`config.mk`:
```
export PLATFORM = sky130hd
export DESIGN_NAME = vec_skid_buffer
export DESIGN_NICKNAME = d
export VERILOG_FILES = /design/src/rtl/vec_pipe_pkg.sv /design/src/rtl/vec_skid_buffer.sv
export SDC_FILE = /design/constraint.sdc
export NUM_CORES = 1
export LEC_CHECK = 0
export BUFFER_PORTS_ARGS = -buffer_cell sky130_fd_sc_hd__buf_2
export CORE_UTILIZATION = 53
export DETAILED_ROUTE_END_ITERATION = 10
export PLACE_DENSITY_LB_ADDON = 0.3
export SLEW_MARGIN = 5
export SYNTH_ARGS = -nofsm -noshare
export SYNTH_HDL_FRONTEND = slang
export SYNTH_SLANG_ARGS = --single-unit
```
`constraint.sdc`:
```
create_clock -name clk -period 1.78 [get_ports clk]
set_input_delay 0.356 -clock clk [delete_from_list [all_inputs] [get_ports clk]]
set_output_delay 0.356 -clock clk [all_outputs]
set_load 0.02 [all_outputs]
```
`src/rtl/vec_pipe_pkg.sv`:
```
// ============================================================================
// Module   : vec_pipe_pkg
// Brief    : Shared types and constants for the vector pipeline skid stage.
// Revision : 1.0  initial release
// ============================================================================
`default_nettype none

package vec_pipe_pkg;

    typedef enum logic [1:0] {
        S_EMPTY = 2'd0,
        S_BUSY  = 2'd1,
        S_FULL  = 2'd2
    } skid_state_t;

    localparam int OCC_WIDTH = 2;

endpackage

`default_nettype wire

```
`src/rtl/vec_skid_buffer.sv`:
```
// ============================================================================
// Module   : vec_skid_buffer
// Brief    : Two-entry elastic stage with registered in_ready; optional stall
//            counter enabled by VEC_SKID_STALL_CNT_EN.
// Revision : 1.0  initial release
// ============================================================================
`default_nettype none

module vec_skid_buffer
    import vec_pipe_pkg::*;
#(
    parameter int WIDTH     = 32,
    parameter int CNT_WIDTH = 16
) (
    input  logic                 clk,
    input  logic                 reset,
    input  logic                 flush,
    input  logic                 in_valid,
    output logic                 in_ready,
    input  logic [WIDTH-1:0]     in_data,
    output logic                 out_valid,
    input  logic                 out_ready,
    output logic [WIDTH-1:0]     out_data,
    output logic [OCC_WIDTH-1:0] occupancy
`ifdef VEC_SKID_STALL_CNT_EN
    ,
    output logic [CNT_WIDTH-1:0] stall_cnt
`endif
);

    skid_state_t          r_state;
    logic [WIDTH-1:0]     r_main;
    logic [WIDTH-1:0]     r_skid;
    logic                 r_out_valid;
    logic                 r_in_ready;
    logic [OCC_WIDTH-1:0] r_occ;

    logic w_in_xfer;
    logic w_out_xfer;

    assign w_in_xfer  = in_valid && r_in_ready;
    assign w_out_xfer = r_out_valid && out_ready;

    // All outputs are registered so that in_ready never sees out_ready combinationally.
    always_ff @(posedge clk) begin
        if (!reset) begin
            r_state     <= S_EMPTY;
            r_main      <= '0;
            r_skid      <= '0;
            r_out_valid <= 1'b0;
            r_in_ready  <= 1'b1;
            r_occ       <= '0;
        end else if (flush) begin
            r_state     <= S_EMPTY;
            r_out_valid <= 1'b0;
            r_in_ready  <= 1'b1;
            r_occ       <= '0;
        end else begin
            case (r_state)
                S_EMPTY: begin
                    if (w_in_xfer) begin
                        r_state     <= S_BUSY;
                        r_main      <= in_data;
                        r_out_valid <= 1'b1;
                        r_occ       <= OCC_WIDTH'(1);
                    end
                end
                S_BUSY: begin
                    if (w_in_xfer && w_out_xfer) begin
                        r_main <= in_data;
                    end else if (w_in_xfer) begin
                        r_state    <= S_FULL;
                        r_skid     <= in_data;
                        r_in_ready <= 1'b0;
                        r_occ      <= OCC_WIDTH'(2);
                    end else if (w_out_xfer) begin
                        r_state     <= S_EMPTY;
                        r_out_valid <= 1'b0;
                        r_occ       <= '0;
                    end
                end
                S_FULL: begin
                    // Skid word moves up behind the consumed head, preserving order.
                    if (w_out_xfer) begin
                        r_state    <= S_BUSY;
                        r_main     <= r_skid;
                        r_in_ready <= 1'b1;
                        r_occ      <= OCC_WIDTH'(1);
                    end
                end
                default: begin
                    r_state     <= S_EMPTY;
                    r_out_valid <= 1'b0;
                    r_in_ready  <= 1'b1;
                    r_occ       <= '0;
                end
            endcase
        end
    end

    assign in_ready  = r_in_ready;
    assign out_valid = r_out_valid;
    assign out_data  = r_main;
    assign occupancy = r_occ;

`ifdef VEC_SKID_STALL_CNT_EN
    logic [CNT_WIDTH-1:0] r_stall_cnt;

    always_ff @(posedge clk) begin
        if (!reset || flush) begin
            r_stall_cnt <= '0;
        end else if (r_out_valid && !out_ready && (r_stall_cnt != {CNT_WIDTH{1'b1}})) begin
            r_stall_cnt <= r_stall_cnt + CNT_WIDTH'(1);
        end
    end

    assign stall_cnt = r_stall_cnt;
`else
    logic [CNT_WIDTH-1:0] w_unused_cnt;
    assign w_unused_cnt = '0;
`endif

endmodule

`default_nettype wire
```
==> summary.md, run 1 <==
| Metric | Value |
|---|---|
| Synth top area share | 45.8% |
| Headroom to the max-slew limit | 76.2% |
| CTS tree | done |
| Syn Area/Cell | 9.66 µm² |
| WL per Instance | 12.8 µm |
| Clock power frac | 34.9% |
| WL final | 5780 µm |
| Grt ovf | 0 |
| Largest family of logic cells by synthesized area | compound AO/OA/AOI/OAI gates |
| CP Max Fanout | 34 |
| PwrDens | 887 nW/µm² |
| Comb pwr share | 13.3% |
| Die W | 76.9 µm |
| Reg clk slew, reported paths | 0.07 ns |
| Post-synth EDFFs | 0 |
| Die Y | 76.9 µm |
| Routability cong. | 0.775 |
| CP max stage delay | 0.53 ns |
| First-pass GRT wire length | 9660 µm |
| Inserted Clock Buffers | 9 |
| Drt drc | 0 |
| Register area | 1360 µm² |
| Worst skew pair latency | 0.33 ns |
| Startpoint Class | flip-flop |
| RR Endpoint | out_data[25] |
| Internal power | 2.35 mW |
| Final setup violating endpoints | 0 |
| Crit Path Category | reg2reg |
| Fin crit share | 94.4% |
| Worst hold path type | in2reg |
| CP max-delay cell | dfxtp_1 |
| Maxcap violations | 0 |
| Finished Cell Area | 3550 µm² |
| Post-DRT Antenna Nets | 0 |
| # fillers | 448 |
| FF+latch count, synth | 68 |
| Worst vdd ir | 561 µV |
| Critical R2R Launch | occupancy[1] |
| Cell Area, Synth | 2970 µm² |
| Post-route clock skew | 0.00247 ns |
| Hold_sp | in_data[31] |
| Cells after Synth | 308 |
| Via count | 2389 |
| Least-Margin Pin Slew | 0.357 ns |
| DR iter-0 viols | 74 |
| Antenna Cells | 0 |
| Max frequency | 595 MHz |
| Reg2Reg Setup Slack | 0.1 ns |
| Area leader, netlist | dfxtp_1 |
| Final Net Count | 415 |
| Die footprint | 5920 µm² |
| Mux share of post-synthesis cell area | 10.8% |
| Most common flop cell mapped by yosys | dfxtp_1 |
| Tmin final | 1.68 ns |
| Status | completed |
| Endpoints failing hold | 0 |
| Port Buffer Count | 72 |
| Number of global-route vias before repair | 2128 |
| Initial antenna violation count | 0 |
| LEAKAGE | 2.00 nW |
| Syn_nets | 345 |
| Initial Util | 56.4% |
| Critical Path End | out_data[25] |
| Worst setup path startpoint | occupancy[1] |
| Xor/xnor share of the synthesized area | 0.294% |
| Seq pwr share | 51.8% |
| Most numerous cell in the Yosys netlist | nand2_1 |
| Rows | 26 |
| Area grow syn2layout | 19.2% |
| RSZ-0062 raised after global routing | no |
| Top post-synthesis cells by count | nand2_1 (100), dfxtp_1 (68), mux2i_1 (32), o211a_1 (32), a21boi_1 (30) |
| Post-DP Area | 3370 µm² |
| Post-layout util | 67.3% |
| Hold buffer count at CTS | 0 |
| Core area | 5270 µm² |
| Ranking of synthesized cells by area | dfxtp_1 (46%), nand2_1 (13%), mux2i_1 (11%), o211a_1 (11%), a21boi_1 (7.6%) |
| I/O pin cnt | 73 |
| Netlist cell types | 25 |
| Post-synthesis sequential area ratio | 45.8% |
| Net Sw Power | 0.798 mW |
| Crit path cell chain | inv_1 -> a221oi_4 -> buf_12 -> nand2_1 -> o211a_1 |
| Critical Path End Type | flip-flop |
| Synthesis warning total | 0 |
| Clock Root Buffer | clkbuf_8 |
| Setup TNS | 0 ns |
| Reg2Reg Depth | 5 |
| Post-synthesis compound-gate area fraction | 22.0% |
| Pre-Repair DR Iteration Count | 6 |
| Tot GR Track Use | 20.8% |
| CTS sink count | 68 |
| Sw Share | 25.4% |
| H-Tree Depth | 3 |
| Largest net degree at the start of global routing | 57 |
| Worst EP required | 2.01 ns |
| Async S/R FF share, synth | 0% |
| Power Total | 3.14 mW |
| Post-Synth Adder-Cell Area | 0% |
| Via density | 5.29 |
| Arrival time worst endpoint | 1.91 ns |
| Simple-gate share of the synthesized area | 15.4% |
| Placed wire-length estimate after detailed placement | 3780 µm |
| Area of the multi-input gates | 1440 µm² |
| Max-slew violations | 0 |
| CTS Buffer Depth | 2 |
| Layout cells sized above 1 | 26.7% |
## kinds of logic (layout without fill, tap and decap cells)
group	Yosys count	count (layout)
AND/OR/NAND/NOR	109	109
multiplexers	32	32
XOR/XNOR	1	1
flip-flops	68	68
buffers and inverters	25	99
AO/OA/AOI/OAI	73	73
## layout make-up
type	instances	area share, %
multi-input cells	215	40.7
flip-flops and latches	68	38.4
repair buffers	83	13.5
clock buffers	13	4.48
well taps	70	2.47
clock inverters	2	0.282
inverters	1	0.106
## cell usage in the layout, fill, tap and decap left out, types with 3 or more instances in the layout
master    synthesis  layout
dfxtp_1          68      67
a21boi_0          3       3
buf_2             8      72
buf_4             0       8
nand2_1         100     100
mux2i_1          32      32
clkbuf_8          0      11
o211a_1          32      32
buf_12            0       3
a21boi_1         30      30
## per-stage QoR
stage	cells	hold WS [ns]	setup slack, ns
after CTS	451	0.253	0.0403
after floorplan	308	0.434	0.0491
after detailed placement	436	0.444	0.0302
after global placement	436	0.439	0.0773
after global routing	452	0.259	0.00330
final	452	0.266	0.0998
## repair_timing
item	4_1_cts	5_1_grt
resized for setup	0	1
setup endpoints to repair	0	32
buffers inserted	0	1
## critical path, delay by kind of cell (launching register included)
| family | cells | cell delay (ns) |
|---|---|---|
| compound gates | 2 | 0.56 |
| buf+inv | 2 | 0.39 |
| simple gates | 1 | 0.08 |
| flops | 1 | 0.53 |
## routing by layer
| layer | part of all wire, % | vias up | track usage [%] |
|---|---|---|---|
| met5 | 0 | - | 0 |
| met4 | 1.9 | 0 | 12.1 |
| met1 | 47 | 1114 | 25.9 |
| met2 | 47 | 66 | 33.2 |
| met3 | 4.8 | 11 | 4.29 |
| li1 | - | 1198 | - |
## worst min path at each step
stage	to	slack [ns]	cells past startpoint
after CTS	r_skid[7]	0.25	3
after global routing	r_skid[6]	0.26	3
after global placement	r_skid[10]	0.44	2
after detailed placement	r_skid[13]	0.44	2
final	r_skid[31]	0.27	3
after floorplan	r_skid[0]	0.43	2
## power by group through the flow
| stage | registers, mW | clock network, mW | logic (mW) |
|---|---|---|---|
| after CTS | 1.63 | 1.13 | 0.420 |
| after floorplan | 1.73 | 0 | 0.201 |
| after global placement | 1.66 | 0 | 0.413 |
| after detailed placement | 1.66 | 0 | 0.418 |
| after global routing | 1.64 | 1.20 | 0.453 |
| final | 1.63 | 1.10 | 0.418 |
## registers in the layout, summed over array words and instances (netlist names)
register / flops
out_data: 32
out_valid: 1
in_ready: 1
r_skid: 32
occupancy: 2
Note: power is estimated with default switching activity, not from simulation.
==> run 2, diff against run 1 <==
CORE_UTILIZATION = 30   (was 53)
==> run 2 against run 1 <==
  * Flip-flop and latch count is the same
  * Worst hold slack got worse by 0.017 ns
  * Sequential share of layout area down 1.3 points
  * Power grew 5.5%
  * Count of clock-buffer cells in the layout shrank 1
  * Combinational power up 2%
  * Highest routed layer unchanged
  * First-iteration DRC count rose by 8.1%
  * Critical path type unchanged
  * Die area up 74%
  * Wire length rose by 15%
  * Largest cell class unchanged
  * Critical endpoint is now r_skid[6]
  * Non-clock buffer count is 2 higher
  * Cell count rose by 14%
==> summary.md, run 2 (synthesis gave the netlist of run 1 again) <==
| Metric | Value |
|---|---|
| Status | completed (unchanged) |
| RSZ-0062 raised after global routing | no (unchanged) |
| Placed wire-length estimate after detailed placement | 4570 µm (was 3780 µm) |
| CP Max Fanout | 16 (was 34) |
| Via density | 4.61 (was 5.29) |
| Arrival time worst endpoint | 1.87 ns (was 1.91 ns) |
| Area of the multi-input gates | 1440 µm² (unchanged) |
| Crit Path Category | reg2reg (unchanged) |
| Area grow syn2layout | 23.5% (was 19.2%) |
| Worst vdd ir | 309 µV (was 561 µV) |
| Critical R2R Launch | out_valid (was occupancy[1]) |
| Routability cong. | 0.690 (was 0.775) |
| Headroom to the max-slew limit | 79.6% (was 76.2%) |
| Drt drc | 0 (unchanged) |
| Grt ovf | 0 (unchanged) |
| Initial Util | 31.6% (was 56.4%) |
| Number of global-route vias before repair | 2233 (was 2128) |
| Internal power | 2.46 mW (was 2.35 mW) |
| Hold buffer count at CTS | 0 (unchanged) |
| # fillers | 984 (was 448) |
| Setup slack at placement | 0.0295 ns (was 0.0302 ns) |
| Endpoints failing hold | 0 (unchanged) |
| Clock Root Buffer | clkbuf_8 (unchanged) |
| Initial antenna violation count | 0 (unchanged) |
| Hold EP | r_skid[1] (was r_skid[31]) |
| Worst skew pair latency | 0.34 ns (was 0.33 ns) |
| Critical Path End Type | flip-flop (unchanged) |
| Seq pwr share | 49.1% (was 51.8%) |
| Tmin final | 1.63 ns (was 1.68 ns) |
| RR Endpoint | r_skid[6] (was out_data[25]) |
| Setup TNS | 0 ns (unchanged) |
| Fin crit share | 91.7% (was 94.4%) |
| LEAKAGE | 2.03 nW (was 2.00 nW) |
| Clock power frac | 38.1% (was 34.9%) |
| Die Y | 102 µm (was 76.9 µm) |
| Net Sw Power | 0.854 mW (was 0.798 mW) |
| Hold_sp | in_data[1] (was in_data[31]) |
| CTS sink count | 68 (unchanged) |
| Tot GR Track Use | 14.2% (was 20.8%) |
| Register area | 1360 µm² (unchanged) |
| Die W | 102 µm (was 76.9 µm) |
| PwrDens | 903 nW/µm² (was 887 nW/µm²) |
| Final setup violating endpoints | 0 (unchanged) |
| WL final | 6680 µm (was 5780 µm) |
| Comb pwr share | 12.8% (was 13.3%) |
| Worst EP required | 2.02 ns (was 2.01 ns) |
| Worst Hold Slack | 0.249 ns (was 0.266 ns) |
| Hold Path Depth | 3 (unchanged) |
| Maxcap violations | 0 (unchanged) |
| Max frequency | 613 MHz (was 595 MHz) |
| CTS tree | done (unchanged) |
| Worst hold path type | in2reg (unchanged) |
| Reg2Reg Depth | 5 (unchanged) |
| Startpoint Class | flip-flop (unchanged) |
| Rows | 35 (was 26) |
| CTS Buffer Depth | 2 (unchanged) |
| I/O pin cnt | 73 (unchanged) |
| Most common cell after layout, fill and taps aside | nand2_1 (unchanged) |
| Reg clk slew, reported paths | 0.07 ns (about the same) |
| Post-DRT Antenna Nets | 0 (unchanged) |
| Port Buffer Count | 72 (unchanged) |
| Post-route clock skew | 0.00817 ns (was 0.00247 ns) |
| Fin worst setup slack | 0.148 ns (was 0.0998 ns) |
| First-pass GRT wire length | 11100 µm (was 9660 µm) |
| H-Tree Depth | 3 (unchanged) |
| Least-Margin Pin Slew | 0.306 ns (was 0.357 ns) |
| Most frequent cells in the layout | nand2_1 (100), buf_2 (72), dfxtp_1 (67) (unchanged) |
| Max-slew violations | 0 (unchanged) |
| Reg2Reg Setup Slack | 0.15 ns (was 0.1 ns) |
| Inserted Clock Buffers | 9 (unchanged) |
| Pre-Repair DR Iteration Count | 4 (was 6) |
| Via count | 2370 (was 2389) |
| Final Net Count | 417 (was 415) |
| Largest net degree at the start of global routing | 35 (was 57) |
| Core area | 9420 µm² (was 5270 µm²) |
| DR iter-0 viols | 80 (was 74) |
| Layout cells sized above 1 | 27.3% (was 26.7%) |
| Antenna Cells | 0 (unchanged) |
| Sw Share | 25.8% (was 25.4%) |
| WL per Instance | 13.0 µm (was 12.8 µm) |
| Die footprint | 10300 µm² (was 5920 µm²) |
[run 2: changes by cell type in the layout (fill, tap and decap cells not counted)]
cell	delta
buf_12	+1
buf_4	+1
bufinv_16	+1
clkbuf_8	-1
clkinv_4	+1
[run 2: timing repair]
action,CTS,global route
setup endpoints to repair,0,1
resized for setup,0,1
setup buffers,0,0
[run 2: stage by stage]
| stage | power [mW] | cells | util (%) | area [µm²] |
|---|---|---|---|---|
| final | 3.32 | 514 | 39.0 | 3670 |
| after global placement | 2.09 | 498 | 36.9 | 3480 |
| after global routing | 3.50 | 514 | 39.0 | 3670 |
| after CTS | 3.39 | 514 | 39.0 | 3670 |
| after floorplan | 1.93 | 308 | - | 2970 |
| after detailed placement | 2.10 | 498 | 36.9 | 3480 |
[run 2: critical path: stages, from the launching register on]
cell      delay [ns]
dfxtp_1         0.40
a21boi_4        0.27
or4b_1          0.49
buf_4           0.22
nand2_1         0.08
a21boi_1        0.06
[run 2: how the worst max path moves through the flow]
stage                             from           end  cells after the start
after floorplan           occupancy[0]    r_skid[17]                      6
after global placement       out_ready    r_skid[16]                      6
after detailed placement     out_ready    r_skid[15]                      6
after CTS                 occupancy[1]  out_data[17]                      5
after global routing         out_valid   out_data[9]                      5
final                        out_valid     r_skid[6]                      5
[run 2: power groups by stage]
stage / Combinational, mW / Clock [mW] / Sequential (mW)
6_report: 0.426 / 1.26 / 1.63
5_1_grt: 0.468 / 1.40 / 1.64
4_1_cts: 0.434 / 1.32 / 1.63
3_5_place_dp: 0.433 / 0 / 1.66
3_3_place_gp: 0.430 / 0 / 1.66
2_1_floorplan: 0.201 / 0 / 1.73
[run 2: layout make-up]
class	instances	share of cell area (%)
Timing Repair Buffer	85	13.8
Clock buffer	12	3.95
Multi-Input combinational cell	215	39.3
Tap cell	129	4.40
Clock inverter	4	1.33
Sequential cell	68	37.1
Inverter	1	0.102
[run 2: routing by layer]
| layer | part of all wire (%) | wire length [µm] | GRT usage [%] |
|---|---|---|---|
| met2 | 43 | 2900 | 21.9 |
| met4 | 1.6 | 108 | 5.69 |
| met3 | 5.5 | 365 | 4.83 |
| met1 | 50 | 3310 | 18.1 |
| met5 | 0 | 0 | 0 |
